==> src/rtl/rf_pkg.sv <==
// rf_pkg: shared widths, zero-register index, grant type and count-width helper for the writeback arbiter
package rf_pkg;
  localparam int DATA_W_DEF = 32;
  localparam int ADDR_W_DEF = 5;
  localparam int ZERO_REG = 0;
  typedef enum logic {GNT_A = 1'b0, GNT_B = 1'b1} gnt_e;
  function automatic int cnt_w(input int depth);
    return $clog2(depth) + 1;
  endfunction
endpackage

==> src/rtl/wb_fifo.sv <==
// wb_fifo: DEPTH-entry {addr,data} queue; push/pop in, head/full/empty/count out, per-entry valid/addr out for hazard matching
module wb_fifo
  import rf_pkg::*;
#(
  parameter int AW = ADDR_W_DEF,
  parameter int DW = DATA_W_DEF,
  parameter int DEPTH = 2,
  localparam int PW = $clog2(DEPTH),
  localparam int CW = PW + 1
) (
  input  logic                       clk,
  input  logic                       rst,
  input  logic                       push,
  input  logic [AW-1:0]              push_addr,
  input  logic [DW-1:0]              push_data,
  input  logic                       pop,
  output logic [AW-1:0]              head_addr,
  output logic [DW-1:0]              head_data,
  output logic                       full,
  output logic                       empty,
  output logic [CW-1:0]              count,
  output logic [DEPTH-1:0]           ent_valid,
  output logic [DEPTH-1:0][AW-1:0]   ent_addr
);
  logic [DEPTH-1:0][DW-1:0] data_q;
  logic [PW-1:0] rd_ptr, wr_ptr;
  logic do_push, do_pop;
  assign full = count == CW'(DEPTH);
  assign empty = count == '0;
  assign do_push = push & ~full;
  assign do_pop = pop & ~empty;
  assign head_addr = ent_addr[rd_ptr];
  assign head_data = data_q[rd_ptr];
  always_ff @(posedge clk or posedge rst)
    if (rst) begin
      rd_ptr <= '0;
      wr_ptr <= '0;
      count <= '0;
    end else begin
      rd_ptr <= rd_ptr + PW'(do_pop);
      wr_ptr <= wr_ptr + PW'(do_push);
      count <= count + CW'(do_push) - CW'(do_pop);
    end
  always_ff @(posedge clk)
    if (do_push) begin
      ent_addr[wr_ptr] <= push_addr;
      data_q[wr_ptr] <= push_data;
    end
  for (genvar i = 0; i < DEPTH; i++) begin : g_v
    logic [PW-1:0] off;
    // slot i is live when its distance from the read pointer is below the occupancy
    assign off = PW'(i) - rd_ptr;
    assign ent_valid[i] = CW'(off) < count;
  end
endmodule

==> src/rtl/rf_wb_arbiter.sv <==
// rf_wb_arbiter: round-robin merge of writeback channels a/b onto regwrite/writeaddr/writedata, with rs/rt hazard query and idle
module rf_wb_arbiter
  import rf_pkg::*;
#(
  parameter int DATA_W = DATA_W_DEF,
  parameter int ADDR_W = ADDR_W_DEF,
  parameter int DEPTH = 2
) (
  input  logic              clk,
  input  logic              rst,
  input  logic              a_valid,
  input  logic [ADDR_W-1:0] a_addr,
  input  logic [DATA_W-1:0] a_data,
  output logic              a_ready,
  input  logic              b_valid,
  input  logic [ADDR_W-1:0] b_addr,
  input  logic [DATA_W-1:0] b_data,
  output logic              b_ready,
  output logic              regwrite,
  output logic [ADDR_W-1:0] writeaddr,
  output logic [DATA_W-1:0] writedata,
  input  logic [ADDR_W-1:0] rs,
  input  logic [ADDR_W-1:0] rt,
  output logic              rs_pending,
  output logic              rt_pending,
  output logic              idle
);
  localparam int CW = cnt_w(DEPTH);
  logic a_full, b_full, a_empty, b_empty, a_push, b_push, a_pop, b_pop;
  logic [CW-1:0] a_count, b_count;
  logic [ADDR_W-1:0] a_head_addr, b_head_addr;
  logic [DATA_W-1:0] a_head_data, b_head_data;
  logic [DEPTH-1:0] a_ent_valid, b_ent_valid;
  logic [DEPTH-1:0][ADDR_W-1:0] a_ent_addr, b_ent_addr;
  gnt_e last;
  assign a_ready = ~a_full;
  assign b_ready = ~b_full;
  // writes to the zero register complete the handshake but are dropped here
  assign a_push = a_valid & a_ready & (a_addr != ADDR_W'(ZERO_REG));
  assign b_push = b_valid & b_ready & (b_addr != ADDR_W'(ZERO_REG));
  assign a_pop = ~a_empty & (b_empty | last == GNT_B);
  assign b_pop = ~b_empty & ~a_pop;
  assign idle = a_count == '0 && b_count == '0 && !regwrite;
  wb_fifo #(.AW(ADDR_W), .DW(DATA_W), .DEPTH(DEPTH)) u_a (
    .clk(clk), .rst(rst), .push(a_push), .push_addr(a_addr), .push_data(a_data), .pop(a_pop),
    .head_addr(a_head_addr), .head_data(a_head_data), .full(a_full), .empty(a_empty),
    .count(a_count), .ent_valid(a_ent_valid), .ent_addr(a_ent_addr)
  );
  wb_fifo #(.AW(ADDR_W), .DW(DATA_W), .DEPTH(DEPTH)) u_b (
    .clk(clk), .rst(rst), .push(b_push), .push_addr(b_addr), .push_data(b_data), .pop(b_pop),
    .head_addr(b_head_addr), .head_data(b_head_data), .full(b_full), .empty(b_empty),
    .count(b_count), .ent_valid(b_ent_valid), .ent_addr(b_ent_addr)
  );
  always_ff @(posedge clk or posedge rst)
    if (rst) begin
      regwrite <= 1'b0;
      writeaddr <= '0;
      writedata <= '0;
      last <= GNT_B;
    end else begin
      regwrite <= a_pop | b_pop;
      if (a_pop | b_pop) begin
        writeaddr <= a_pop ? a_head_addr : b_head_addr;
        writedata <= a_pop ? a_head_data : b_head_data;
        last <= a_pop ? GNT_A : GNT_B;
      end
    end
  always_comb begin
    rs_pending = regwrite & (writeaddr == rs);
    rt_pending = regwrite & (writeaddr == rt);
    for (int i = 0; i < DEPTH; i++) begin
      rs_pending |= (a_ent_valid[i] & (a_ent_addr[i] == rs)) | (b_ent_valid[i] & (b_ent_addr[i] == rs));
      rt_pending |= (a_ent_valid[i] & (a_ent_addr[i] == rt)) | (b_ent_valid[i] & (b_ent_addr[i] == rt));
    end
    rs_pending &= rs != ADDR_W'(ZERO_REG);
    rt_pending &= rt != ADDR_W'(ZERO_REG);
  end
endmodule

==> config.mk <==
export PLATFORM = sky130hd
export DESIGN_NAME = rf_wb_arbiter
export DESIGN_NICKNAME = d
export VERILOG_FILES = /design/src/rtl/rf_pkg.sv /design/src/rtl/wb_fifo.sv /design/src/rtl/rf_wb_arbiter.sv
export SDC_FILE = /design/constraint.sdc
export NUM_CORES = 1
export LEC_CHECK = 0
export ABC_AREA = 1
export BUFFER_PORTS_ARGS = -buffer_cell sky130_fd_sc_hd__buf_2
export CAP_MARGIN = 20
export CORE_ASPECT_RATIO = 1.1
export CORE_UTILIZATION = 40
export DETAILED_ROUTE_END_ITERATION = 8
export GPL_TIMING_DRIVEN = 0
export PLACE_DENSITY = 0.65
export SETUP_SLACK_MARGIN = 0.02
export SYNTH_ARGS = -nofsm -noshare
export SYNTH_HDL_FRONTEND = slang
export SYNTH_SLANG_ARGS = --single-unit
export TNS_END_PERCENT = 5
==> constraint.sdc <==
create_clock -name clk -period 5.38 [get_ports clk]
set_input_delay 0.538 -clock clk [delete_from_list [all_inputs] [get_ports clk]]
set_output_delay 0.538 -clock clk [all_outputs]
set_load 0.05 [all_outputs]
==> flow_summary_export.csv <==
group,metric,value,unit
finish,drive_above_1_share,21.3,%
finish,layout_commonest_cell,"nand2_1",
grt,grtUsageTotal,19.1,%
clock_network,cts_buffers,17,
clock_network,hold_buffers,0,
logic_synthesis,synth_top_area_share,52.7,%
setup_path,critPathRequiredTime,4.84,ns
logic_synthesis,netlist_instances,781,
place,pre_cts_slack,2.87,ns
clock_network,ctsRootBufferMaster,"clkbuf_16",
logic_synthesis,synthArstFlopShare,24.1,%
setup_path,crit_path_top_delay_cell,"dfrtp_1",
grt,grt_overflow,0,
logic_synthesis,synth_edf_count,148,
drt,viasPerCell,4.86,
finish,nets,1025,
grt,grt_pass1_vias,5652,
floorplanning,die_y,154,µm
floorplanning,die_w,140,µm
place,place_congestion,0.906,
worst_hold_path,hp-class,"input pin to async pin",
timing,finalSetupTns,0,ns
floorplanning,start_util,40.9,%
timing,post-route-period-util,48.8,%
grt,grt_pass1_wl,30500,µm
setup_path,regToRegStartpoint,"u_a.count[1]",
clock_network,post_cts_buffers,0,
place,io_buffer_count,124,
drt,drt_iter0_drc,278,
timing,rsz0062_at_grt,"no",
setup_path,cpLargestDelayFamily,"buffers and inverters",
logic_synthesis,synth_fp_nets,877,
setup_path,critical_path.most_common_cell,"buf_2",
setup_path,cp_cell_sequence,"inv_1, nand2_1, nor2_4, inv_2, buf_2, nor2_1, buf_2",
timing,finalHoldViolations,0,
timing,layout_setup_ws,2.75,ns
logic_synthesis,synth-main-ff-cell,"edfxtp_1",
logic_synthesis,synth_area,8440,µm²
logic_synthesis,synth_top_area_cell,"edfxtp_1",
finish,multi_input_area,2470,µm²
clock_network,cts_resized,0,
logic_synthesis,syn_avg_cell_area,10.8,µm²
clock_network,clk_latency,0.43,ns
logic_synthesis,ys_types,26,
clock_network,cts_tree,"yes",
timing,tightest_slew,0.583,ns
setup_path,crit_path_start_kind,"flip-flop",
logic_synthesis,yosysSeqAreaShare,66.6,%
setup_path,path_buf_inv,4,
power_and_ir_drop,p_leak,0.00443,µW
finish,syn2layout_area_growth,20.0,%
setup_path,endpoint_kind,"output pin",
logic_synthesis,ys_ff_latch,195,
setup_path,crit_fanout,10,
drt,drc,0,
drt,finalWirelength,19600,µm
drt,firstDrtPassIters,5,
timing,fin_skew,0.00712,ns
timing,min_period,2.63,ns
setup_path,worstSetupStartpoint,"u_a.count[1]",
floorplanning,ios,131,
finish,fill_cells,1918,
power_and_ir_drop,ir_drop,278,µV
floorplanning,core_area,20600,µm²
clock_network,path_clk_slew,0.07,ns
floorplanning,die_area,21700,µm²
setup_path,cp_slowest_stage_delay,0.40,ns
timing,drv_slew,0,
clock_network,clock_sinks,195,
setup_path,worstSetupPathType,"flip-flop to output pin",
finish,register_area,5620,µm²
finish,final_cell_mix,"nand2_1 (225), edfxtp_1 (148), buf_2 (136)",
logic_synthesis,ys_top_cells_by_area,"edfxtp_1 (53%), dfrtp_1 (14%), nand2_1 (10%), nor2_1 (4.5%), mux2i_1 (3.8%)",
drt,post_drt_wl_per_cell,16.3,µm
logic_synthesis,ys.warnings.count,0,
floorplanning,rows,55,
clock_network,clockBufferDepth,2,
place,dp_hpwl,13700,µm
power_and_ir_drop,powerDensity,621,nW/µm²
job,drv_cap,0,
clock_network,h-tree-depth,4,
timing,timing.slew.headroom,61.1,%
timing,setup_viol,0,
drt,route.antenna.remaining_nets,0,
timing,timing.fmax,0.381,GHz
drt,dr_total_vias,5830,
status,run_status,"finished, final reports clean",
setup_path,cp.arrival,2.09,ns
grt,antenna_found_initial,2,
grt,grt_max_degree,32,
==> sequential cells by signal (all words and copies together) (netlist names) <==
| signal | count |
|---|---|
| u_a.wr_ptr | 1 |
| u_b.data_q | 64 |
| u_b.rd_ptr | 1 |
| regwrite | 1 |
| writeaddr | 5 |
| u_b.ent_addr | 10 |
| u_a.rd_ptr | 1 |
| u_b.wr_ptr | 1 |
| writedata | 32 |
| last | 1 |
| u_a.ent_addr | 10 |
| u_a.count | 2 |
| u_b.count | 2 |
| u_a.data_q | 64 |
==> per-layer routing <==
metal / GRT usage, % / share of wire [%] / up-vias
li1: - / - / 2889
met1: 23.8 / 43 / 2768
met2: 33.2 / 50 / 153
met3: 3.87 / 4.5 / 18
met4: 6.11 / 1.8 / 2
met5: 0 / 0.066 / -
==> power breakdown <==
part           switching (µW)  internal (µW)  total, µW  leakage, µW
sequential                193           2120       2320      0.00190
combinational            1850            781       2630      0.00223
clock                     589            746       1340     0.000298
==> logic make-up (layout without fill, tap and decap cells) <==
family / after synthesis / after routing / synth area share (%)
muxes: 32 / 32 / 3.80
buffers and inverters: 84 / 245 / 4.18
AOI/OAI and AO/OA: 54 / 54 / 3.77
DFF: 195 / 195 / 66.6
adders and majority gates: 8 / 8 / 1.19
and+or+nand+nor: 387 / 387 / 18.3
other: 0 / 1 / 0
xor gates and xnor gates: 21 / 21 / 2.18
==> stage by stage <==
| step | cell area (µm²) | utilization, % | power, µW | hold slack (ns) | std cells |
|---|---|---|---|---|---|
| final | 10100 | 49.0 | 6290 | 0.101 | 1199 |
| after global routing | 10100 | 49.0 | 6680 | 0.122 | 1198 |
| after CTS | 10100 | 49.0 | 6350 | 0.110 | 1198 |
| after detailed placement | 9500 | 46.0 | 5020 | 0.459 | 1166 |
| after global placement | 9380 | 45.4 | 4930 | 0.458 | 1161 |
| after floorplan | 8440 | - | 4230 | 0.542 | 781 |
==> synthesized netlist by cell type, types with 4 or more instances <==
master      n
a21oi_1     5
xor2_1     19
inv_2       5
buf_2      12
mux2i_1    32
nand2_1   225
nor3_1      4
clkbuf_1   18
nor2_1    102
o21ai_2     9
inv_1      44
edfxtp_1  148
dfrtp_1    46
o21ai_0    38
nand3_1    53
ha_1        8
==> worst reg2reg max path, delay by kind of cell (launching register included) <==
family                     cells  cell delay [ns]
buffers and inverters          5             0.53
adders and majority gates      2             0.44
DFF                            1             0.40
xor gates and xnor gates       2             0.35
and+or+nand+nor                1             0.16
AOI/OAI and AO/OA              1             0.13
==> final timing paths <==
| path | slack [ns] | endpoint | cells after the start |
|---|---|---|---|
| setup / recovery | 2.75 | idle | 7 |
| hold / removal | 0.10 | writedata[27] | 2 |
| setup reg to reg | 3.30 | u_a.count[1] | 11 |
| hold reg to reg | 0.48 | writedata[22] | 2 |
| max in group asynchronous | 4.68 | last | 3 |
| min in group clk | 0.29 | u_b.data_q[9] | 1 |
==> layout make-up <==
| class | count | share of cell area [%] |
|---|---|---|
| plain buffers | 34 | 1.63 |
| repair buffers | 129 | 7.27 |
| clock buffers | 17 | 4.20 |
| well taps | 256 | 3.16 |
| diodes | 1 | 0.0247 |
| flip-flops and latches | 195 | 55.5 |
| multi-input cells | 502 | 24.4 |
| clock inverters | 15 | 1.92 |
| inverters | 50 | 1.85 |
Power figures use the tool's default switching activity.
